## src/rtl/lsu_pkg.sv

```systemverilog
// Shared definitions for the read-modify-write load/store unit: RV32 funct3
// width codes, FSM state encoding and small address/width decode helpers.
package lsu_pkg;

  localparam logic [2:0] F3_B  = 3'd0;  // LB / SB
  localparam logic [2:0] F3_H  = 3'd1;  // LH / SH
  localparam logic [2:0] F3_W  = 3'd2;  // LW / SW
  localparam logic [2:0] F3_BU = 3'd4;  // LBU
  localparam logic [2:0] F3_HU = 3'd5;  // LHU

  typedef enum logic [2:0] {
    IDLE = 3'd0,
    RD   = 3'd1,
    CAP  = 3'd2,
    WR   = 3'd3,
    DONE = 3'd4
  } state_t;

  // Width codes the unit can execute for the given direction.
  function automatic logic f3_legal(input logic we, input logic [2:0] f3);
    if (we) return (f3 == F3_B) || (f3 == F3_H) || (f3 == F3_W);
    return (f3 == F3_B) || (f3 == F3_H) || (f3 == F3_W) ||
           (f3 == F3_BU) || (f3 == F3_HU);
  endfunction

  // True when the address is not naturally aligned for the access size.
  function automatic logic is_misaligned(input logic [2:0] f3, input logic [1:0] lo);
    case (f3)
      F3_H, F3_HU: return lo[0];
      F3_W:        return lo != 2'b00;
      default:     return 1'b0;
    endcase
  endfunction

  // Byte offset inside the word, aligned down to the natural access size.
  function automatic logic [1:0] lane_offset(input logic [2:0] f3, input logic [1:0] lo);
    case (f3)
      F3_H, F3_HU: return {lo[1], 1'b0};
      F3_W:        return 2'b00;
      default:     return lo;
    endcase
  endfunction

endpackage

```

## src/rtl/lsu_lane_align.sv

```systemverilog
// Combinational lane steering: extracts and extends the addressed byte/half
// of a memory word for loads, and merges store data into the addressed
// lane(s) of the old word for sub-word stores.
module lsu_lane_align
  import lsu_pkg::*;
#(
  parameter int DATA_WIDTH = 32
) (
  input  logic [2:0]            funct3,
  input  logic [1:0]            offset,
  input  logic [DATA_WIDTH-1:0] rdata,
  input  logic [DATA_WIDTH-1:0] wdata,
  output logic [DATA_WIDTH-1:0] load_data,
  output logic [DATA_WIDTH-1:0] merge_data
);

  logic [4:0]            shamt;
  logic [7:0]            byte_sel;
  logic [15:0]           half_sel;
  logic [DATA_WIDTH-1:0] byte_mask;
  logic [DATA_WIDTH-1:0] half_mask;

  // Lane selection and load extension.
  always_comb begin
    // NOTE: every output of a combinational block gets a default first so
    // no path through the case statements can infer a latch.
    load_data = rdata;
    shamt     = {offset, 3'b000};
    byte_sel  = rdata[{offset, 3'b000} +: 8];
    half_sel  = rdata[{offset[1], 4'b0000} +: 16];
    case (funct3)
      F3_B:    load_data = {{(DATA_WIDTH-8){byte_sel[7]}}, byte_sel};
      F3_BU:   load_data = {{(DATA_WIDTH-8){1'b0}}, byte_sel};
      F3_H:    load_data = {{(DATA_WIDTH-16){half_sel[15]}}, half_sel};
      F3_HU:   load_data = {{(DATA_WIDTH-16){1'b0}}, half_sel};
      default: load_data = rdata;
    endcase
  end

  // Store merge: replace only the target lane(s) of the old word.
  always_comb begin
    merge_data = wdata;
    byte_mask  = {{(DATA_WIDTH-8){1'b0}}, 8'hFF} << shamt;
    half_mask  = {{(DATA_WIDTH-16){1'b0}}, 16'hFFFF} << shamt;
    case (funct3)
      F3_B: merge_data = (rdata & ~byte_mask) |
                         ({{(DATA_WIDTH-8){1'b0}}, wdata[7:0]} << shamt);
      F3_H: merge_data = (rdata & ~half_mask) |
                         ({{(DATA_WIDTH-16){1'b0}}, wdata[15:0]} << shamt);
      default: merge_data = wdata;
    endcase
  end

endmodule

```

## src/rtl/lsu_rmw.sv

```systemverilog
// Load/store unit for a word-wide single-port memory without byte enables.
// Sub-word stores are done as read-modify-write. Loads: IDLE-RD-CAP-DONE,
// SW: IDLE-WR-DONE, SB/SH: IDLE-RD-CAP-WR-DONE, faults: IDLE-DONE.
// Build option: LSU_MISALIGN_TRAP_EN makes misaligned half/word accesses
// fault; without it they are aligned down to their natural size.
module lsu_rmw
  import lsu_pkg::*;
#(
  parameter int DATA_WIDTH = 32
) (
  input  logic                  clk,
  input  logic                  rst_n,
  input  logic                  req_valid,
  output logic                  req_ready,
  input  logic                  req_we,
  input  logic [2:0]            req_funct3,
  input  logic [DATA_WIDTH-1:0] req_addr,
  input  logic [DATA_WIDTH-1:0] req_wdata,
  output logic                  rsp_valid,
  output logic [DATA_WIDTH-1:0] rsp_rdata,
  output logic                  misalign_err,
  output logic [DATA_WIDTH-1:0] mem_addr,
  output logic [DATA_WIDTH-1:0] mem_wdata,
  output logic                  mem_wen,
  input  logic [DATA_WIDTH-1:0] mem_rdata
);

  state_t                state_q, state_d;
  logic                  we_q;
  logic [2:0]            f3_q;
  logic [DATA_WIDTH-1:0] addr_q;
  logic [DATA_WIDTH-1:0] wdata_q;
  logic                  err_q;
  logic                  req_fault;
  logic                  trap_misalign;
  logic [DATA_WIDTH-1:0] load_data;
  logic [DATA_WIDTH-1:0] merge_data;

`ifdef LSU_MISALIGN_TRAP_EN
  assign trap_misalign = is_misaligned(req_funct3, req_addr[1:0]);
`else
  assign trap_misalign = 1'b0;
`endif

  // A request that must complete immediately with an error and no access.
  assign req_fault = !f3_legal(req_we, req_funct3) || trap_misalign;

  lsu_lane_align #(
    .DATA_WIDTH (DATA_WIDTH)
  ) u_lane_align (
    .funct3     (f3_q),
    .offset     (lane_offset(f3_q, addr_q[1:0])),
    .rdata      (mem_rdata),
    .wdata      (wdata_q),
    .load_data  (load_data),
    .merge_data (merge_data)
  );

  // State register.
  always_ff @(posedge clk or negedge rst_n) begin
    // NOTE: sequential state uses non-blocking assignments so every flop
    // samples pre-edge values regardless of block evaluation order.
    if (!rst_n) state_q <= IDLE;
    else        state_q <= state_d;
  end

  // Next-state decode and request handshake.
  always_comb begin
    state_d   = state_q;
    req_ready = 1'b0;
    case (state_q)
      IDLE: begin
        req_ready = 1'b1;
        if (req_valid) begin
          if (req_fault)                         state_d = DONE;
          else if (req_we && req_funct3 == F3_W) state_d = WR;
          else                                   state_d = RD;
        end
      end
      RD:      state_d = CAP;
      CAP:     state_d = we_q ? WR : DONE;
      WR:      state_d = DONE;
      DONE:    state_d = IDLE;
      default: state_d = IDLE;
    endcase
  end

  // Request capture, load result and merged store word.
  always_ff @(posedge clk or negedge rst_n) begin
    if (!rst_n) begin
      we_q      <= 1'b0;
      f3_q      <= 3'd0;
      addr_q    <= '0;
      wdata_q   <= '0;
      err_q     <= 1'b0;
      rsp_rdata <= '0;
    end else begin
      case (state_q)
        IDLE: if (req_valid) begin
          we_q      <= req_we;
          f3_q      <= req_funct3;
          addr_q    <= req_addr;
          wdata_q   <= req_wdata;
          err_q     <= req_fault;
          rsp_rdata <= '0;
        end
        CAP: begin
          if (we_q) wdata_q   <= merge_data;
          else      rsp_rdata <= load_data;
        end
        default: ;
      endcase
    end
  end

  assign rsp_valid    = (state_q == DONE);
  assign misalign_err = (state_q == DONE) && err_q;
  assign mem_wen      = (state_q == WR);
  assign mem_addr     = (state_q == IDLE) ? '0 : {addr_q[DATA_WIDTH-1:2], 2'b00};
  assign mem_wdata    = wdata_q;

endmodule
```

## config.mk

```make
export PLATFORM = sky130hd
export DESIGN_NAME = lsu_rmw
export DESIGN_NICKNAME = d
export VERILOG_FILES = /design/src/rtl/lsu_pkg.sv /design/src/rtl/lsu_lane_align.sv /design/src/rtl/lsu_rmw.sv
export SDC_FILE = /design/constraint.sdc
export NUM_CORES = 1
export LEC_CHECK = 0
export ABC_AREA = 0
export CAP_MARGIN = 20
export CORE_ASPECT_RATIO = 0.9
export CORE_MARGIN = 5
export CORE_UTILIZATION = 41
export CTS_CLUSTER_SIZE = 10
export DETAILED_ROUTE_END_ITERATION = 8
export PLACE_DENSITY = 0.85
export SYNTH_ARGS = -nofsm -noshare
export SYNTH_HDL_FRONTEND = slang
export SYNTH_SLANG_ARGS = --single-unit
export TNS_END_PERCENT = 5
```

## constraint.sdc

```tcl
create_clock -name clk -period 2 [get_ports clk]
set_input_delay 0.2 -clock clk [delete_from_list [all_inputs] [get_ports clk]]
set_output_delay 0.2 -clock clk [all_outputs]
set_load 0.02 [all_outputs]
```

* Yosys cells after proc, flatten, opt, wreduce, memory -nomap -nowiden
Cells that the tools add are included.
** Word-level totals
- Register bits :: 104
- Input port bits :: 103
- Output and inout port bits :: 100
- Logic and storage cells :: 69
** Cells by class
- Eq/ne operators :: 16
- Shift-type cells :: 6
- Muxes and demuxes :: 19
- Bitwise operators :: 6
- Reductions and logical operators :: 15
** Operators with widths (count)
- one-hot mux 32 bit (2 select lines) :: 3
- 2-to-1 mux 32 bit :: 5
- one-hot mux 32 bit (4 select lines) :: 1
- bitwise AND 32 bit :: 2
- inverter 32 bit :: 2
- bitwise OR 32 bit :: 2
- variable part select 32 x 6 -> 16 bit :: 1
- variable part select 32 x 6 -> 8 bit :: 1
- left shift 16 x 5 -> 32 bit :: 1
- left shift 16 x 5 -> 32 bit, first input constant :: 1
- left shift 8 x 5 -> 32 bit :: 1
- left shift 8 x 5 -> 32 bit, first input constant :: 1
- equality test 3 bit, second input constant :: 5
- equality test 3 x 2 -> 1 bit, second input constant :: 4
- one-hot mux 3 bit (4 select lines) :: 1
- equality test 3 x 1 -> 1 bit, second input constant :: 3
- logical NOT 3 bit :: 3
- 2-to-1 mux 3 bit :: 3
- != test 2 bit, second input constant :: 3
- logical OR 1 bit :: 4
- 2-to-1 mux 1 bit :: 4
- one-hot mux 2 bit (2 select lines) :: 1
- AND reduction 4 bit :: 1
- != test 3 x 1 -> 1 bit, second input constant :: 1
- 7 further kinds :: 8

* Longest topological paths before layout
- Word-level depth :: 10
- Depth in mapped cells :: 8
- Mapped depth without buffers :: 5

* Hierarchy
A second synthesis with hierarchy kept.
** Second synthesis, totals
- Cell total of the unflattened synthesis :: 710
- Area total of the unflattened synthesis :: 6790.3 sq um
** Modules (own cells, without submodules)
- lsu_rmw :: times used 1, cells an instance 385, area an instance 4872.2 sq um, seq. area each 2602.5 sq um
- lsu_lane_align :: times used 1, cells an instance 325, area an instance 1918.1 sq um, seq. area each 0.0 sq um

* Worst setup path before layout
Ideal clock, no wire load.
- Path kind :: flip-flop to flip-flop
- Start point :: register f3_q[2]
- End point :: register rsp_rdata[18]
- Library setup time :: 0.127 ns
- Arrival :: 1.725 ns
- Required time :: 1.873 ns
- Slack :: 0.148 ns
- Stages on the path, launching flop included :: 8
- Buffers on the path :: 2
- Clock period less this slack :: 1.852 ns
- Cell sequence :: dfrtp_1 buf_6 or3b_4 and3_4 nor2_2 a211oi_4 buf_6 a221o_2
** On the way
- Cells in the longest elaborated chain, start to end :: 7
- Elaborated cells on any way between the ends :: 12
- Classes of those cells :: eq/ne: 4; shift: 2; mux: 4; reduce/logical: 2
** RTL lines
- start, declared :: line lsu_rmw.sv:30 : logic [2:0] f3_q;
- start signal, assigned :: line lsu_rmw.sv:101 : f3_q <= req_funct3;
- equality test 3 bit / equality test 3 x 1 -> 1 bit (equally long branches) :: line lsu_pkg.sv:37, lsu_lane_align.sv:31
- OR reduction 2 bit :: line lsu_pkg.sv:37 : case (f3)
- one-hot mux 2 bit (2 select lines) :: line lsu_pkg.sv:37
- variable part select 32 x 6 -> 16 bit / variable part select 32 x 6 -> 8 bit (equally long branches) :: line lsu_lane_align.sv:30, lsu_lane_align.sv:29
- one-hot mux 32 bit (4 select lines) * :: line lsu_lane_align.sv:31 : case (funct3)
- 2-to-1 mux 32 bit * :: line lsu_rmw.sv:108 : if (we_q) wdata_q <= merge_data;
- one-hot mux 32 bit (2 select lines) * :: line lsu_rmw.sv:98 : case (state_q)
- end signal, assigned :: line lsu_rmw.sv:109 : else rsp_rdata <= load_data;
- end, declared :: line lsu_rmw.sv:20 : output logic [DATA_WIDTH-1:0] rsp_rdata,
Mark *: on every way between the ends. The rest lies on a longest branch, timed or not. The select of a mux whose other input is x is not followed.
A chain may end at the register's enable or synchronous reset.

* Worst setup path in the final report
- Start point :: register f3_q[2]
- End point :: register rsp_rdata[12]
Same word-level chain as after synthesis.

==> flow_summary.yaml <==
status:
  status: "finished clean"
clock_tree:
  cts_buffers: 9
  path_clk_slew_ns: 0.07
  cts_max_level: 3
  post_cts_buffers: 0
  clock_path_buffers: 2
  cts_tree: "yes"
  cts.sinks: 104
  clk_latency_ns: 0.35
  clockRootBuffer: "clkbuf_16"
logic_synthesis:
  async_flop_share_pct: 100
  avgSynthCellArea_um2: 8.95
  synth_common_cells: "nand2_1, dfrtp_1, o21ai_0"
  ys_warn_count: 0
  synth-seq-cells: 104
  ys_seq_area_share_pct: 45.9
  synth.distinct_cells: 52
  synth-edff-count: 0
  synth_top_cell_by_area: "dfrtp_1"
  synth_top_area_share_pct: 45.9
  ys_top_cells_by_area: "dfrtp_1, nand2_1, nor2b_1, o22ai_1, o21ai_0"
  syn-cell-area_um2: 5670
  synth-main-ff-cell: "dfrtp_1"
  synth_most_common_cell: "nand2_1"
  synthCells: 633
floorplanning:
  io_pins: 203
  die_h_um: 122
  initial_core_util_pct: 42.1
  die_area_um2: 16300
  die_w_um: 134
  num_rows: 40
  core_um2: 13500
route:
  via_per_inst: 5.84
  drtIter0Drc: 822
  ant_nets: 0
  vias: 5949
  dr.pass1.iters: 5
  wire_per_inst_um: 20.0
  drcViolationCount: 0
  wl_um: 20300
critical_path:
  crit_arrival_ns: 2.19
  crit_path_top_delay_cell: "dfrtp_2"
  cp_cell_sequence: "or3b_4 > and3_4 > o31a_1 > a211oi_1 > o21ai_0"
  r2r_start: "f3_q[2]"
  cp_top_family: "compound AO/OA/AOI/OAI gates"
  critical_path_class: "reg2reg"
  required_ns: 2.23
  worstSetupStartpoint: "f3_q[2]"
  start_kind: "flop"
  cp-end-kind: "flop"
  cp_max_fo: 9
  crit_buf_inv: 0
  slowest_delay_ns: 0.47
global_routing:
  grt_usage_pct: 24.3
  grt_max_degree: 39
  first_global_vias: 5775
  grt_antenna_before_repair: 0
  grt_pass1_wl_um: 31500
  gr-total-overflow: 0
place:
  port_buffers: 200
  dpl.cell_count: 1002
  gp_congestion: 0.949
  dpl_cell_area_um2: 8090
  hpwl_um: 15200
flow_run:
  cap_violations: 0
hold_path:
  min_path_type: "in2async"
timing:
  maxSlewHeadroom_pct: 56.8
  hold_viol: 0
  worst_pin_slew_ns: 0.647
  setup_viol: 0
  fin_crit_sh_pct: 97.6
  skew_ns: 0.00823
  fmax_ghz: 0.512
  maxSlewViolCount: 0
  rsz0062_at_grt: "yes"
  fin_crit_ns: 1.95
cells_and_area:
  fin_nets: 949
  antenna_cells: 0
  design_area_um2: 8430
  layoutNonFillerInstCount: 1019
  area_growth_pct: 48.7
  drive_above_1_share_pct: 13.7
power_and_ir_drop:
  power.total_mw: 14.1
  power.density_nw_per_um2: 1670
  p_sw_mw: 6.47
  p_int_mw: 7.64
  pwr-share-clk_pct: 12.5
  p_leak_nw: 3.80
  pwr-share-seq_pct: 26.8
  vdd_drop_max_v: 0.000808
  combPwrFrac_pct: 60.7
  p_sw_share_pct: 45.9
-- final timing paths --
check,to,slack [ns],depth (start not counted)
setup reg to reg,rsp_rdata[12],0.05,5
hold reg to reg,addr_q[13],0.47,2
max in group asynchronous,state_q[1],1.05,3
min in group clk,addr_q[2],0.38,3
setup / recovery,rsp_rdata[12],0.05,5
hold / removal,addr_q[30],0.35,2
-- timing repair --
item | 4_1_cts | 5_1_grt
pin swaps | 0 | 1
hold buffers | 1 | 0
hold endpoints to repair | 31 | 0
setup endpoints to repair | 49 | 58
gates resized for setup | 22 | 22
-- logic make-up (layout without fill, tap and decap cells) --
| group | count (synthesis) | in the layout | synth area share [%] |
|---|---|---|---|
| other cells | 1 | 2 | 0.0662 |
| mux | 16 | 16 | 2.98 |
| xor+xnor | 1 | 1 | 0.155 |
| compound gates | 200 | 200 | 24.7 |
| buf+inv | 67 | 284 | 5.47 |
| flops | 104 | 104 | 45.9 |
| simple gates | 244 | 244 | 20.7 |
-- power by group through the flow --
| stage | Clock, mW | Combinational (mW) | Sequential [mW] |
|---|---|---|---|
| 3_5_place_dp | 0 | 8.59 | 3.76 |
| 6_report | 1.76 | 8.56 | 3.78 |
| 4_1_cts | 1.80 | 8.49 | 3.76 |
| 3_3_place_gp | 0 | 8.46 | 3.73 |
| 5_1_grt | 1.87 | 9.15 | 3.90 |
| 2_1_floorplan | 0 | 4.36 | 4.19 |
-- metal layers --
| metal | share of wire (%) | global-route usage, % |
|---|---|---|
| met5 | 0 | 0 |
| met4 | 1.8 | 6.49 |
| met3 | 11 | 7.18 |
| met2 | 45 | 37.4 |
| met1 | 42 | 33.8 |
-- cells in the final DEF, fill, tap and decap left out, types with 14 or more instances in the layout --
cell	netlist	routed
clkdlybuf4s50_1	0	166
nand2_1	136	134
dfrtp_1	104	99
buf_4	4	43
o21ai_0	38	38
nor2b_1	32	32
o22ai_1	31	31
a21oi_1	30	30
nor2_1	24	21
inv_1	19	19
dlygate4sd2_1	0	19
a221oi_1	17	17
o221ai_1	16	16
nand2b_1	15	15
a211oi_1	17	15
dlymetal6s2s_1	0	14
-- sequential cells by signal (all words and copies together) (netlist names) --
| name | flops |
|---|---|
| mem_wdata | 32 |
| state_q | 3 |
| rsp_rdata | 32 |
| err_q | 1 |
| we_q | 1 |
| f3_q | 3 |
| addr_q | 32 |
-- cell type report --
cell class	count	area, um2
multi-input cells	463	2790
clock inverters	5	56.3
inverters	19	71.3
flip-flops and latches	104	2610
fillers	1083	5030
repair buffers	249	2460
clock buffers	11	233
well taps	168	210
-- stage by stage --
step | utilization, % | hold slack, ns | TNS, ns | setup slack (ns)
after detailed placement | 60.1 | 0.209 | -1.30 | -0.0959
after floorplan | - | -0.0956 | 0 | 0.148
after global routing | 62.6 | 0.378 | -0.852 | -0.0650
after CTS | 62.2 | 0.368 | -2.26 | -0.178
final | 62.6 | 0.353 | 0 | 0.0475
after global placement | 60.1 | 0.201 | 0 | 0.0146
No activity file was read; power rests on OpenSTA's default activity.
